`src/rtl/sub_cla_pipe.sv`:
```
// Two-stage pipelined carry-lookahead subtractor (D = A - B - Bin) with valid/ready on both sides.
// Optional signed-overflow output is built when SUB_CLA_OVF_EN is defined; otherwise Ovf_o is 0.
module sub_cla_pipe #(
    parameter int unsigned BW_DATA = 32
) (
    input  logic               clk_i,
    input  logic               rstn_i,
    input  logic               in_valid_i,
    output logic               in_ready_o,
    input  logic [BW_DATA-1:0] A_i,
    input  logic [BW_DATA-1:0] B_i,
    input  logic               Bin_i,
    output logic               out_valid_o,
    input  logic               out_ready_i,
    output logic [BW_DATA-1:0] D_o,
    output logic               Bout_o,
    output logic               Ovf_o
);

    localparam int unsigned H = BW_DATA / 2;

    // H-bit adder built from 4-bit lookahead groups; group carries chain between groups.
    function automatic logic [H:0] cla_half(input logic [H-1:0] a, input logic [H-1:0] b,
                                            input logic cin);
        logic [H-1:0] g, p, s;
        logic [3:0]   gg, pp;
        logic [4:0]   c;
        logic         grp_g;
        logic         carry;
        g     = a & b;
        p     = a ^ b;
        s     = '0;
        carry = cin;
        for (int k = 0; k < int'(H / 4); k++) begin
            gg    = g[4*k +: 4];
            pp    = p[4*k +: 4];
            c[0]  = carry;
            c[1]  = gg[0] | (pp[0] & c[0]);
            c[2]  = gg[1] | (pp[1] & gg[0]) | (pp[1] & pp[0] & c[0]);
            c[3]  = gg[2] | (pp[2] & gg[1]) | (pp[2] & pp[1] & gg[0])
                  | (pp[2] & pp[1] & pp[0] & c[0]);
            grp_g = gg[3] | (pp[3] & gg[2]) | (pp[3] & pp[2] & gg[1])
                  | (pp[3] & pp[2] & pp[1] & gg[0]);
            c[4]  = grp_g | ((&pp) & c[0]);
            s[4*k +: 4] = pp ^ c[3:0];
            carry = c[4];
        end
        return {carry, s};
    endfunction

    logic               s1_valid_q, s1_valid_d;
    logic               out_valid_q, out_valid_d;
    logic [H-1:0]       s1_lo_q;
    logic               s1_bmid_q;
    logic [H-1:0]       s1_a_hi_q;
    logic [H-1:0]       s1_nb_hi_q;
    logic [BW_DATA-1:0] d_q;
    logic               bout_q;

    logic               out_stall;
    logic               s2_adv;
    logic               in_xfer;
    logic               out_xfer;
    logic [H:0]         lo_sum;
    logic [H:0]         hi_sum;

    always_comb begin
        out_stall  = out_valid_q & ~out_ready_i;
        s2_adv     = s1_valid_q & ~out_stall;
        in_ready_o = ~s1_valid_q | s2_adv;
        in_xfer    = in_valid_i & in_ready_o;
        out_xfer   = out_valid_q & out_ready_i;
    end

    // Subtraction as A + ~B + ~Bin; carry out of each half is the inverse of its borrow.
    always_comb begin
        lo_sum = cla_half(A_i[H-1:0], ~B_i[H-1:0], ~Bin_i);
        hi_sum = cla_half(s1_a_hi_q, s1_nb_hi_q, ~s1_bmid_q);
    end

    always_comb begin
        s1_valid_d = s1_valid_q;
        if (in_xfer) begin
            s1_valid_d = 1'b1;
        end else if (s2_adv) begin
            s1_valid_d = 1'b0;
        end
        out_valid_d = out_valid_q;
        if (s2_adv) begin
            out_valid_d = 1'b1;
        end else if (out_xfer) begin
            out_valid_d = 1'b0;
        end
    end

    always_ff @(posedge clk_i or negedge rstn_i) begin
        if (!rstn_i) begin
            s1_valid_q  <= 1'b0;
            out_valid_q <= 1'b0;
        end else begin
            s1_valid_q  <= s1_valid_d;
            out_valid_q <= out_valid_d;
        end
    end

    always_ff @(posedge clk_i or negedge rstn_i) begin
        if (!rstn_i) begin
            s1_lo_q    <= '0;
            s1_bmid_q  <= 1'b0;
            s1_a_hi_q  <= '0;
            s1_nb_hi_q <= '0;
        end else if (in_xfer) begin
            s1_lo_q    <= lo_sum[H-1:0];
            s1_bmid_q  <= ~lo_sum[H];
            s1_a_hi_q  <= A_i[BW_DATA-1:H];
            s1_nb_hi_q <= ~B_i[BW_DATA-1:H];
        end
    end

    always_ff @(posedge clk_i or negedge rstn_i) begin
        if (!rstn_i) begin
            d_q    <= '0;
            bout_q <= 1'b0;
        end else if (s2_adv) begin
            d_q    <= {hi_sum[H-1:0], s1_lo_q};
            bout_q <= ~hi_sum[H];
        end
    end

`ifdef SUB_CLA_OVF_EN
    logic s1_a_sign_q;
    logic s1_b_sign_q;
    logic ovf_q;

    always_ff @(posedge clk_i or negedge rstn_i) begin
        if (!rstn_i) begin
            s1_a_sign_q <= 1'b0;
            s1_b_sign_q <= 1'b0;
        end else if (in_xfer) begin
            s1_a_sign_q <= A_i[BW_DATA-1];
            s1_b_sign_q <= B_i[BW_DATA-1];
        end
    end

    always_ff @(posedge clk_i or negedge rstn_i) begin
        if (!rstn_i) begin
            ovf_q <= 1'b0;
        end else if (s2_adv) begin
            ovf_q <= (s1_a_sign_q ^ s1_b_sign_q) & (hi_sum[H-1] ^ s1_a_sign_q);
        end
    end

    assign Ovf_o = ovf_q;
`else
    assign Ovf_o = 1'b0;
`endif

    assign out_valid_o = out_valid_q;
    assign D_o         = d_q;
    assign Bout_o      = bout_q;

endmodule
```
`config.mk`:
```
export PLATFORM = sky130hd
export DESIGN_NAME = sub_cla_pipe
export DESIGN_NICKNAME = d
export VERILOG_FILES = /design/src/rtl/sub_cla_pipe.sv
export SDC_FILE = /design/constraint.sdc
export NUM_CORES = 1
export LEC_CHECK = 0
export CAP_MARGIN = 5
export CORE_ASPECT_RATIO = 1.1
export CORE_MARGIN = 2
export CORE_UTILIZATION = 51
export DETAILED_ROUTE_END_ITERATION = 6
export MAX_ROUTING_LAYER = met4
export PLACE_DENSITY = 0.81
export SKIP_LAST_GASP = 1
export SLEW_MARGIN = 20
export SYNTH_ARGS = -nofsm -noshare
export SYNTH_HDL_FRONTEND = slang
export SYNTH_SLANG_ARGS = --single-unit
```
`constraint.sdc`:
```
create_clock -name clk_i -period 3.4 [get_ports clk_i]
set_input_delay 0.85 -clock clk_i [delete_from_list [all_inputs] [get_ports clk_i]]
set_output_delay 0.85 -clock clk_i [all_outputs]
set_load 0.02 [all_outputs]
```
======== After elaboration in Yosys (flattened, before gate mapping) ========
Cells that the tools add are included.
word-level totals
  bits in latches ......................... 0
  input bits .............................. 69
  register bits ........................... 84
  memory bits (writable) .................. 0
  memories kept ........................... 0
  output and inout port bits .............. 36
  bits in read-only memories .............. 0
operators by class
  div/mod/pow operators ................... 0
  reduce and logical (&&, ||, !) cells .... 10
  bitwise logic cells ..................... 226
  multiply operators ...................... 0
  shifts and indexed selects .............. 0
  muxes and demuxes ....................... 4
  $lt $le $gt $ge ......................... 0
  add/subtract/negate cells ............... 0
  equal/unequal tests ..................... 0
operator list
  kind                 count
  bitwise AND 1 bit    124
  bitwise OR 1 bit     81
  bitwise AND 16 bit   2
  inverter 16 bit      2
  AND reduction 4 bit  8
  XOR 16 bit           2
  XOR 4 bit            8
  inverter 1 bit       7
  2-to-1 mux 1 bit     4
  nonzero test 2 bit   2

======== Depth between registers and ports, before layout ========
Gate-level depths: netlist (run 1).
  depth in word-level cells ............... 14
  gate-level depth with buffers ........... 11

======== Worst setup path before layout (run 1) ========
OpenSTA, ideal clock, no wires.
  kind .................................... input -> register
  start point ............................. in B_i[0]
  end point ............................... reg s1_lo_q[12]
  data arrival time ....................... 2,912 ps
  cell stages on the path ................. 10
  slack ................................... 405 ps
  cell sequence ........................... inv_1 -> ha_1 -> nor2b_2 -> o2111ai_1 -> a2111o_1 -> nand3b_1 -> a21o_2 -> a221oi_1 -> fa_1 -> o21ai_0
between the ends
  cells in the longest elaborated chain, start to end .. 10
RTL lines
  item                                                      line    text
  from (decl)                                               11      input logic [BW_DATA-1:0] B_i,
  inverter 16 bit (*)                                       77      lo_sum = cla_half(A_i[H-1:0], ~B_i[H-1:0], ~Bin_i);
  XOR 16 bit or bitwise AND 16 bit (tied branches)          31, 30
  AND reduction 4 bit or bitwise AND 1 bit (tied branches)  44, 43
  bitwise AND 1 bit or bitwise OR 1 bit (tied branches)     44, 43
  bitwise OR 1 bit (*)                                      44      c[4] = grp_g | ((&pp) & c[0]);
  bitwise AND 1 bit (*)                                     44
  bitwise OR 1 bit (*)                                      44
  bitwise AND 1 bit (*)                                     44
  bitwise OR 1 bit (*)                                      44
  XOR 4 bit (*)                                             45      s[4*k +: 4] = pp ^ c[3:0];
  to (signal assigned)                                      113     s1_lo_q <= lo_sum[H-1:0];
  to (decl)                                                 53      logic [H-1:0] s1_lo_q;
Mark *: on every way between the ends. The rest lies on a longest branch, timed or not.
A chain may end at the register's enable or synchronous reset.

======== Worst setup path after layout (run 1) ========
  start point ............................. in B_i[0]
  end point ............................... reg s1_lo_q[13]
between the ends
  cells in the longest elaborated chain, start to end .. 12
RTL lines
  item                                                      line    text
  inverter 16 bit (*)                                       77
  XOR 16 bit or bitwise AND 16 bit (tied branches)          31, 30
  AND reduction 4 bit or bitwise AND 1 bit (tied branches)  44, 43
  bitwise AND 1 bit or bitwise OR 1 bit (tied branches)     44, 43
  bitwise OR 1 bit (*)                                      44
  bitwise AND 1 bit (*)                                     44
  bitwise OR 1 bit (*)                                      44
  bitwise AND 1 bit (*)                                     44
  bitwise OR 1 bit (*)                                      44
  bitwise AND 1 bit (*)                                     38      c[1] = gg[0] | (pp[0] & c[0]);
  bitwise OR 1 bit (*)                                      38
  XOR 4 bit (*)                                             45
Marks and branches as above.

==> impl_metrics.ini, run 1 <==
[worst_setup_path]
r2r_setup_slack_ps = 420
reg2reg_to = D_o[24]
cp-start-kind = input port
reg2reg_from = s1_a_hi_q[0]
critical_path.cell_chain = clkdlybuf4s50_1, inv_1, ha_1, nor2b_2, o2111ai_2, a2111o_1, nand3b_1, a21o_2, a221oi_2, fa_1, xor2_1, o21ai_0
crit_buf_inv = 2
critPathTopFamily = compound AO/OA/AOI/OAI gates
end_kind = flop
timing.critical_path.arrival_ps = 3470
cpMaxStageDelayCell = clkdlybuf4s50_1
critPathMaxStageDelay_ps = 490
cp.required_ps = 3670
worstSetupPathType = in -> reg
critPathMaxFanout = 3
reg2regPathDepth = 9

[yosys]
ys_seq_area_share_pct = 46.43
synthCells = 457
synth_top_area_share_pct = 46.43
syn_area_per_cell_sq_um = 9.906
synth_top_cell_by_area = dfrtp_1
synth-main-ff-cell = dfrtp_1
synthesis.area_sq_um = 4527
ys_warn_count = 0
ys_types = 54
syn_nets = 566
synth_enable_flop_cells = 0
async_reset_ff_share_pct = 100.0
yosys-top-cells-area = dfrtp_1 (46%), ha_1 (8.8%), nand2_1 (8.5%)
ys_ff_latch = 84

[power]
total_power_uw = 3355
ir_drop_v = 0.0002312
p_leak_uw = 0.002758
power.density_nw_per_um2 = 562.9

[clock_network]
cts_buffer_depth = 2
post-cts-setup-buffers = 0
cts_buffers = 9
cts_max_level = 3
cts_tree = yes
clock_latency_ps = 350
clock_sinks = 84
cts-root-buf = clkbuf_8
clk_pin_slew_ps = 90

[finish]
final_common_cell = clkdlybuf4s50_1
mostFrequentLayoutCells = clkdlybuf4s50_1 (102), nand2_1 (100), dfrtp_1 (84)
drive_gt1_share_pct = 11.50
fin_area_sq_um = 5959
nNetsFinal = 678
post-route-util_pct = 68.20
diodes = 0
area_growth_pct = 31.65

[sta]
setup_viol = 0
fin_setup_tns_ps = 0
finalCritPeriodShare_pct = 94.13
finalMaxSlewViolations = 0
max_freq_mhz = 312.4
period_minus_slack_ps = 3201
relSlewSlack_pct = 51.03
hold_viol = 0
rsz0062_at_grt = false
tightest_slew_ps = 734.5
clock_skew_ps = 8.802
timing.hold.ws_ps = 478.5

[global_route]
grt_pass1_wl_um = 15990
grt_antenna_before_repair = 0
grt_overflow_total = 0
grt_max_degree = 85
grt_pass1_vias = 3632
grtUsageTotal_pct = 21.80

[place]
port-buffer-count = 103
gp_congestion = 0.8818
hpwlAfterDp_um = 7250
detailed_place.area_sq_um = 5744

[floorplanning]
start_util_pct = 51.80
die_w_um = 93.83
core_area_sq_um = 8738
die_h_um = 102.8
row_count = 36
die_area_sq_um = 9647
io_pins = 105

[routing]
wl_um = 9564
drt_iter0_drc = 112
drcViolationCount = 0
viasPerCell = 5.326
wl_per_cell_um = 13.90
via_count = 3664
firstDrtPassIters = 4
ant_nets = 0

[hold_path]
hold_depth = 2
whs_endpoint = s1_lo_q[9]
worstHoldStart = s1_lo_q[9]
holdCritPathClass = reg -> reg

[job]
drv_cap = 0

[outcome]
status = finished clean
-- cells in the mapped netlist (2+ instances only) --
library cell	instances
a2111o_1	2
a211oi_1	4
a21o_1	6
a21oi_1	9
a21oi_2	2
a221o_1	2
and2_1	3
buf_1	3
clkbuf_1	13
dfrtp_1	84
fa_1	8
ha_1	32
inv_1	26
mux2_2	19
nand2_1	102
nand2b_1	6
nand3_1	6
nand3b_1	4
nor2_1	11
nor2b_1	2
nor3_1	6
nor3b_1	5
nor4b_1	2
o2111ai_1	2
o211ai_1	3
o21a_1	7
o21ai_0	44
o31ai_1	6
or3_1	4
xnor2_1	6
xor2_1	5
-- what timing repair did --
item | in CTS | in global routing
hold buffers | 0 | 0
resized for setup | 0 | 3
endpoints found under the hold margin | 0 | 0
setup endpoints to repair | 0 | 2
-- stage by stage --
stage / setup WS, ps / instances
after floorplan: 405.2 / 457
after global placement: -241.0 / 672
after detailed placement: -350.9 / 672
after CTS: 21.39 / 688
after global routing: 69.13 / 688
final: 199.5 / 688
-- kinds of logic (layout without fill, tap and decap cells) --
family | Yosys count | in the layout | share of synthesized area [%]
and+or+nand+nor | 160 | 160 | 16.23
AOI/OAI and AO/OA | 97 | 97 | 13.90
DFF | 84 | 84 | 46.43
buffers and inverters | 44 | 161 | 3.897
adders and majority gates | 40 | 40 | 12.38
muxes | 20 | 20 | 4.948
xor gates and xnor gates | 11 | 11 | 2.128
other | 1 | 1 | 0.08284
-- worst register-to-register path, stage by stage (launching register included) --
cell	delay, ps
dfrtp_1	420
ha_1	290
nor2b_1	140
o31a_1	300
o31ai_1	390
a211oi_1	190
o21a_1	220
or2_1	220
fa_1	430
mux2_2	260
-- power breakdown --
group / internal, uW / switching (uW) / leakage, uW
registers: 1240 / 145 / 0.00102
clock network: 342 / 365 / 0.0000918
logic: 640 / 622 / 0.00165
total: 2220 / 1130 / 0.00276
-- worst max-delay path by stage --
stage | slack [ps] | to | cells after the start | startpoint
2_1_floorplan | 410 | s1_lo_q[12] | 10 | B_i[0]
3_3_place_gp | -240 | s1_lo_q[12] | 11 | B_i[0]
3_5_place_dp | -350 | s1_lo_q[12] | 11 | B_i[0]
4_1_cts | 20 | s1_lo_q[12] | 11 | B_i[0]
5_1_grt | 70 | s1_lo_q[12] | 11 | B_i[0]
6_report | 200 | s1_lo_q[13] | 12 | B_i[0]
-- sequential cells by signal, summed over array words and instances (netlist names) --
register	count
Bout_o	1
out_valid_o	1
s1_lo_q	16
s1_bmid_q	1
s1_nb_hi_q	16
s1_valid_q	1
D_o	32
s1_a_hi_q	16
-- per-layer routing --
metal,global-route usage (%),up-vias,routed length (um)
met3,5.263,19,582
li1,-,1796,-
met4,8.250,0,157
met2,36.10,99,4660
met1,26.00,1750,4164
met5,-,-,0
-- final cells by class --
cell class,count,area [sq um]
Fill cell,708,2779
Multi-Input combinational cell,329,2266
Sequential cell,84,2102
Timing Repair Buffer,119,1152
Tap cell,114,142.6
Clock buffer,9,123.9
Inverter,26,97.59
Clock inverter,7,75.07
(Power assumes the default switching activity.)
==> inputs of run 2 (changes only) <==
--- a/config.mk
+++ b/config.mk
@@ -10,7 +10,7 @@
 export CORE_MARGIN = 2
 export CORE_UTILIZATION = 51
 export DETAILED_ROUTE_END_ITERATION = 6
-export MAX_ROUTING_LAYER = met4
+export GPL_ROUTABILITY_DRIVEN = 0
 export PLACE_DENSITY = 0.81
 export SKIP_LAST_GASP = 1
 export SLEW_MARGIN = 20
==> run 2 against run 1 <==
Combinational power about the same; die area unchanged; setup slack worse by 3.1 ps; via count down 0.57%; total power about the same; core utilization unchanged; largest power group unchanged; critical path depth unchanged; clock skew about the same; non-clock buffer count unchanged; cell count unchanged.
==> impl_metrics.ini, run 2 (same netlist as run 1, synthesis figures left out) <==
[outcome]
status = finished clean

[routing]
firstDrtPassIters = 4
viasPerCell = 5.295
drt_iter0_drc = 110
wl_per_cell_um = 13.89
wl_um = 9554
via_count = 3643
drcViolationCount = 0
ant_nets = 0

[worst_setup_path]
endpoint = s1_lo_q[13]
timing.critical_path.arrival_ps = 3480
critPathTopFamily = compound AO/OA/AOI/OAI gates
cp-start-kind = input port
critPathMaxFanout = 3
crit_buf_inv = 2
r2r_setup_slack_ps = 420
crit_start = B_i[0]
critPathMaxStageDelay_ps = 490
critical_path.cell_chain = clkdlybuf4s50_1, inv_1, ha_1, nor2b_2, o2111ai_2, a2111o_1, nand3b_1, a21o_2, a221oi_2, fa_1, xor2_1, o21ai_0
reg2reg_to = D_o[24]
reg2reg_from = s1_a_hi_q[0]
cpMaxStageDelayCell = clkdlybuf4s50_1
worstSetupPathType = in -> reg
reg2regPathDepth = 9
end_kind = flop
cp.required_ps = 3670
critical_path_depth = 12

[floorplanning]
row_count = 36
die_h_um = 102.8
die_w_um = 93.83
io_pins = 105
start_util_pct = 51.80
core_area_sq_um = 8738
die_area_sq_um = 9647

[clock_network]
clock_sinks = 84
cts_buffer_depth = 2
cts-root-buf = clkbuf_8
cts-hold-fix-buffers = 0
cts_tree = yes
clock_latency_ps = 350
clk_pin_slew_ps = 90
cts_buffers = 9
cts_max_level = 3

[finish]
fin_cells = 688
drive_gt1_share_pct = 11.50
area_growth_pct = 31.65
nNetsFinal = 678
diodes = 0
mostFrequentLayoutCells = clkdlybuf4s50_1 (102), nand2_1 (100), dfrtp_1 (84)
largest_reg_flops = 32
final_common_cell = clkdlybuf4s50_1
fill_cells = 708

[sta]
clock_skew_ps = 8.530
rsz0062_at_grt = false
tightest_slew_ps = 734.2
hold_viol = 0
setup_ws_ps = 196.3
fin_setup_tns_ps = 0
setup_viol = 0
relSlewSlack_pct = 51.05
period_minus_slack_ps = 3204
finalMaxSlewViolations = 0
max_freq_mhz = 312.1
finalCritPeriodShare_pct = 94.23

[global_route]
grt_pass1_wl_um = 15990
grt_antenna_before_repair = 0
grt_pass1_vias = 3632
grtUsageTotal_pct = 21.13
grt_overflow_total = 0
grt_max_degree = 85

[place]
dp_slack_ps = -350.9
hpwlAfterDp_um = 7250
port-buffer-count = 103
dp_cells = 672

[power]
ir_drop_v = 0.0002313
power.density_nw_per_um2 = 562.9
p_leak_uw = 0.002758

[job]
drv_cap = 0

[hold_path]
holdCritPathClass = reg -> reg
## run 2: cell counts in the layout (fill, tap and decap cells not counted)
No cell type changed its count.
## run 2: tightest hold or removal path, delay by kind of cell (launching register included)
family / cells / cell delay (ps)
compound gates: 1 / 60
flops: 1 / 350
simple gates: 1 / 40
## run 2: metal layers
layer	global-route usage, %	wire, um	part of all wire [%]	up-vias
li1	-	-	-	1793
met1	25.85	4171	44	1739
met2	36.15	4651	49	93
met3	5.336	574	6.0	18
met4	8.250	156	1.6	0
met5	0	0	0	-
## run 2: final cells by class
type	count	area [sq um]	share of cell area, %
Clock buffer	9	123.9	2.079
Sequential cell	84	2102	35.27
Clock inverter	7	75.07	1.260
Timing Repair Buffer	119	1152	19.34
Tap cell	114	142.6	2.393
Inverter	26	97.59	1.638
Multi-Input combinational cell	329	2266	38.02
## run 2: per-stage QoR
step	power, uW	utilization [%]	hold WS, ps	area, sq um
6_report	3355	68.20	478.0	5959
5_1_grt	3590	68.20	524.3	5959
4_1_cts	3381	68.01	485.2	5943
3_5_place_dp	2671	65.74	466.2	5744
3_3_place_gp	2619	65.74	457.6	5744
2_1_floorplan	2098	-	444.6	4527
## run 2: timing repair
item	in CTS	in global routing
setup buffers	0	0
gates resized for setup	0	3
setup endpoints to repair	0	2
## run 2: where the power goes
part	total, uW	switching (uW)	internal (uW)
sequential	1390	145	1240
clock	707	365	342
combinational	1260	621	640
total	3350	1130	2220
## run 2: how the worst min path moves through the flow
stage                       to  cells after the start  slack [ps]       start
CTS                    D_o[22]                      2         490     D_o[22]
global route           D_o[18]                      2         520     D_o[18]
detailed placement  s1_lo_q[9]                      2         470  s1_lo_q[9]
finish              s1_lo_q[9]                      2         480  s1_lo_q[9]
floorplan           s1_lo_q[7]                      2         440  s1_lo_q[7]
global placement    s1_lo_q[6]                      2         460  s1_lo_q[6]
==> inputs of run 3 (changes only) <==
--- a/config.mk
+++ b/config.mk
@@ -5,7 +5,7 @@
 export SDC_FILE = /design/constraint.sdc
 export NUM_CORES = 1
 export LEC_CHECK = 0
-export CAP_MARGIN = 5
+export CAP_MARGIN = 30
 export CORE_ASPECT_RATIO = 1.1
 export CORE_MARGIN = 2
 export CORE_UTILIZATION = 51
==> run 3 against run 2 <==
Clock power up 0.6%; count of clock-buffer cells in the layout unchanged; flip-flop and latch count did not move; die area is the same; register-to-register slack lost 50 ps; first-iteration DRC count decreased by 2.7%; clock skew is essentially flat; final area grew 0.40%; critical path type unchanged.
==> impl_metrics.ini, run 3 (same netlist as run 1, synthesis figures left out) <==
[outcome]
status = finished clean

[global_route]
grtUsageTotal_pct = 20.91
grt_pass1_vias = 3579
gr-usage-met2_pct = 36.15
gr-max-usage-layer = met2
grt_pass1_wl_um = 15770
grt_max_degree = 55
grt_overflow_total = 0
met3_usage_pct = 6.067
grt_antenna_before_repair = 0
met1_usage_pct = 25.20

[worst_setup_path]
r2r_setup_slack_ps = 370
cp-start-kind = input port
cp.required_ps = 3680
reg2reg_to = D_o[24]
reg2reg_from = s1_a_hi_q[0]
end_kind = flop
crit_start = B_i[0]
critPathMaxFanout = 3
endpoint = s1_lo_q[13]
reg2regPathDepth = 9
worstSetupPathType = in -> reg
timing.critical_path.arrival_ps = 3470

[finish]
drive_gt1_share_pct = 11.65
fin_area_sq_um = 5983
area_growth_pct = 32.17
nNetsFinal = 679
diodes = 0
fill_cells = 697
final_common_cell = clkdlybuf4s50_1
largest_reg_flops = 32
mostFrequentLayoutCells = clkdlybuf4s50_1 (102), nand2_1 (100), dfrtp_1 (84)

[clock_network]
cts-hold-fix-buffers = 0
cts_buffers = 9
clk_pin_slew_ps = 90
clock_sinks = 84
clock_latency_ps = 350
cts_buffer_depth = 2
cts-root-buf = clkbuf_8
cts_max_level = 3
cts_tree = yes

[power]
pwr-share-comb_pct = 37.7
p_switching_uw = 1137
clockPowerShare_pct = 21.1
pwr-share-seq_pct = 41.2
power.density_nw_per_um2 = 562.0
p_leak_uw = 0.002769
p_sw_share_pct = 33.80
ir_drop_v = 0.0002329
intPower_uw = 2226

[sta]
finalMaxSlewViolations = 0
timing.hold.ws_ps = 431.0
setup_viol = 0
rsz0062_at_grt = false
finalCritPeriodShare_pct = 93.92
max_freq_mhz = 313.2
setup_ws_ps = 206.7
hold_viol = 0
clock_skew_ps = 8.216
period_minus_slack_ps = 3193

[routing]
firstDrtPassIters = 4
wl_um = 9600
wl_per_cell_um = 13.93
viasPerCell = 5.274
ant_nets = 0
via_count = 3634
drt_iter0_drc = 107
drcViolationCount = 0

[floorplanning]
die_area_sq_um = 9647
row_count = 36
die_h_um = 102.8
die_w_um = 93.83
io_pins = 105
core_area_sq_um = 8738
start_util_pct = 51.80

[place]
hpwlAfterDp_um = 7324
detailed_place.area_sq_um = 5772
port-buffer-count = 103
dp_slack_ps = -367.6

[hold_path]
holdCritPathClass = in -> async

[job]
drv_cap = 0
-- run 3: repair_timing --
item	in CTS	in global routing
hold endpoints to repair	0	0
gates resized for setup	0	3
endpoints found under the setup margin	0	2
buffers inserted	0	0
-- run 3: metrics by stage --
stage | std cells | power (uW) | utilization [%] | TNS (ps)
3_5_place_dp | 673 | 2674 | 66.05 | -617.7
5_1_grt | 689 | 3589 | 68.47 | 0
2_1_floorplan | 457 | 2098 | - | 0
4_1_cts | 689 | 3388 | 68.33 | 0
6_report | 689 | 3363 | 68.47 | 0
3_3_place_gp | 672 | 2619 | 65.74 | -383.8
-- run 3: routing by layer --
layer | share of wire [%] | routed length, um
met2 | 49 | 4697
met4 | 1.8 | 177
met1 | 43 | 4121
met3 | 6.3 | 604
met5 | 0 | 0
-- run 3: power by group through the flow --
stage / sequential, uW / clock, uW / combinational, uW
after floorplan: 1560 / 0 / 539
after global placement: 1390 / 0 / 1230
after detailed placement: 1410 / 0 / 1270
after CTS: 1390 / 725 / 1270
after global routing: 1420 / 775 / 1390
final: 1390 / 711 / 1270
-- run 3: area by class of cell --
| cell class | count | area (sq um) | area share [%] |
|---|---|---|---|
| clock buffers | 9 | 123.9 | 2.070 |
| flip-flops and latches | 84 | 2102 | 35.13 |
| inverters | 26 | 97.59 | 1.631 |
| well taps | 114 | 142.6 | 2.384 |
| repair buffers | 120 | 1176 | 19.66 |
| multi-input cells | 329 | 2266 | 37.87 |
| clock inverters | 7 | 75.07 | 1.255 |
-- run 3: worst min path at each step --
stage / startpoint / endpoint / slack, ps / cells after the start
finish: rstn_i / s1_nb_hi_q[12] / 430 / 1
global route: rstn_i / s1_a_hi_q[12] / 430 / 1
CTS: rstn_i / s1_nb_hi_q[11] / 430 / 1
detailed placement: s1_lo_q[3] / s1_lo_q[3] / 470 / 1
global placement: s1_lo_q[6] / s1_lo_q[6] / 460 / 2
floorplan: s1_lo_q[7] / s1_lo_q[7] / 440 / 2
-- run 3: worst max-delay path, cell delays in order --
cell and delay, ps:
clkdlybuf4s50_1 500, inv_1 60, ha_1 270, nor2b_2 170
o2111ai_2 150, a2111o_1 490, nand3b_1 120, a21o_2 140
a221oi_2 60, fa_1 380, xor2_1 150, o21ai_0 130
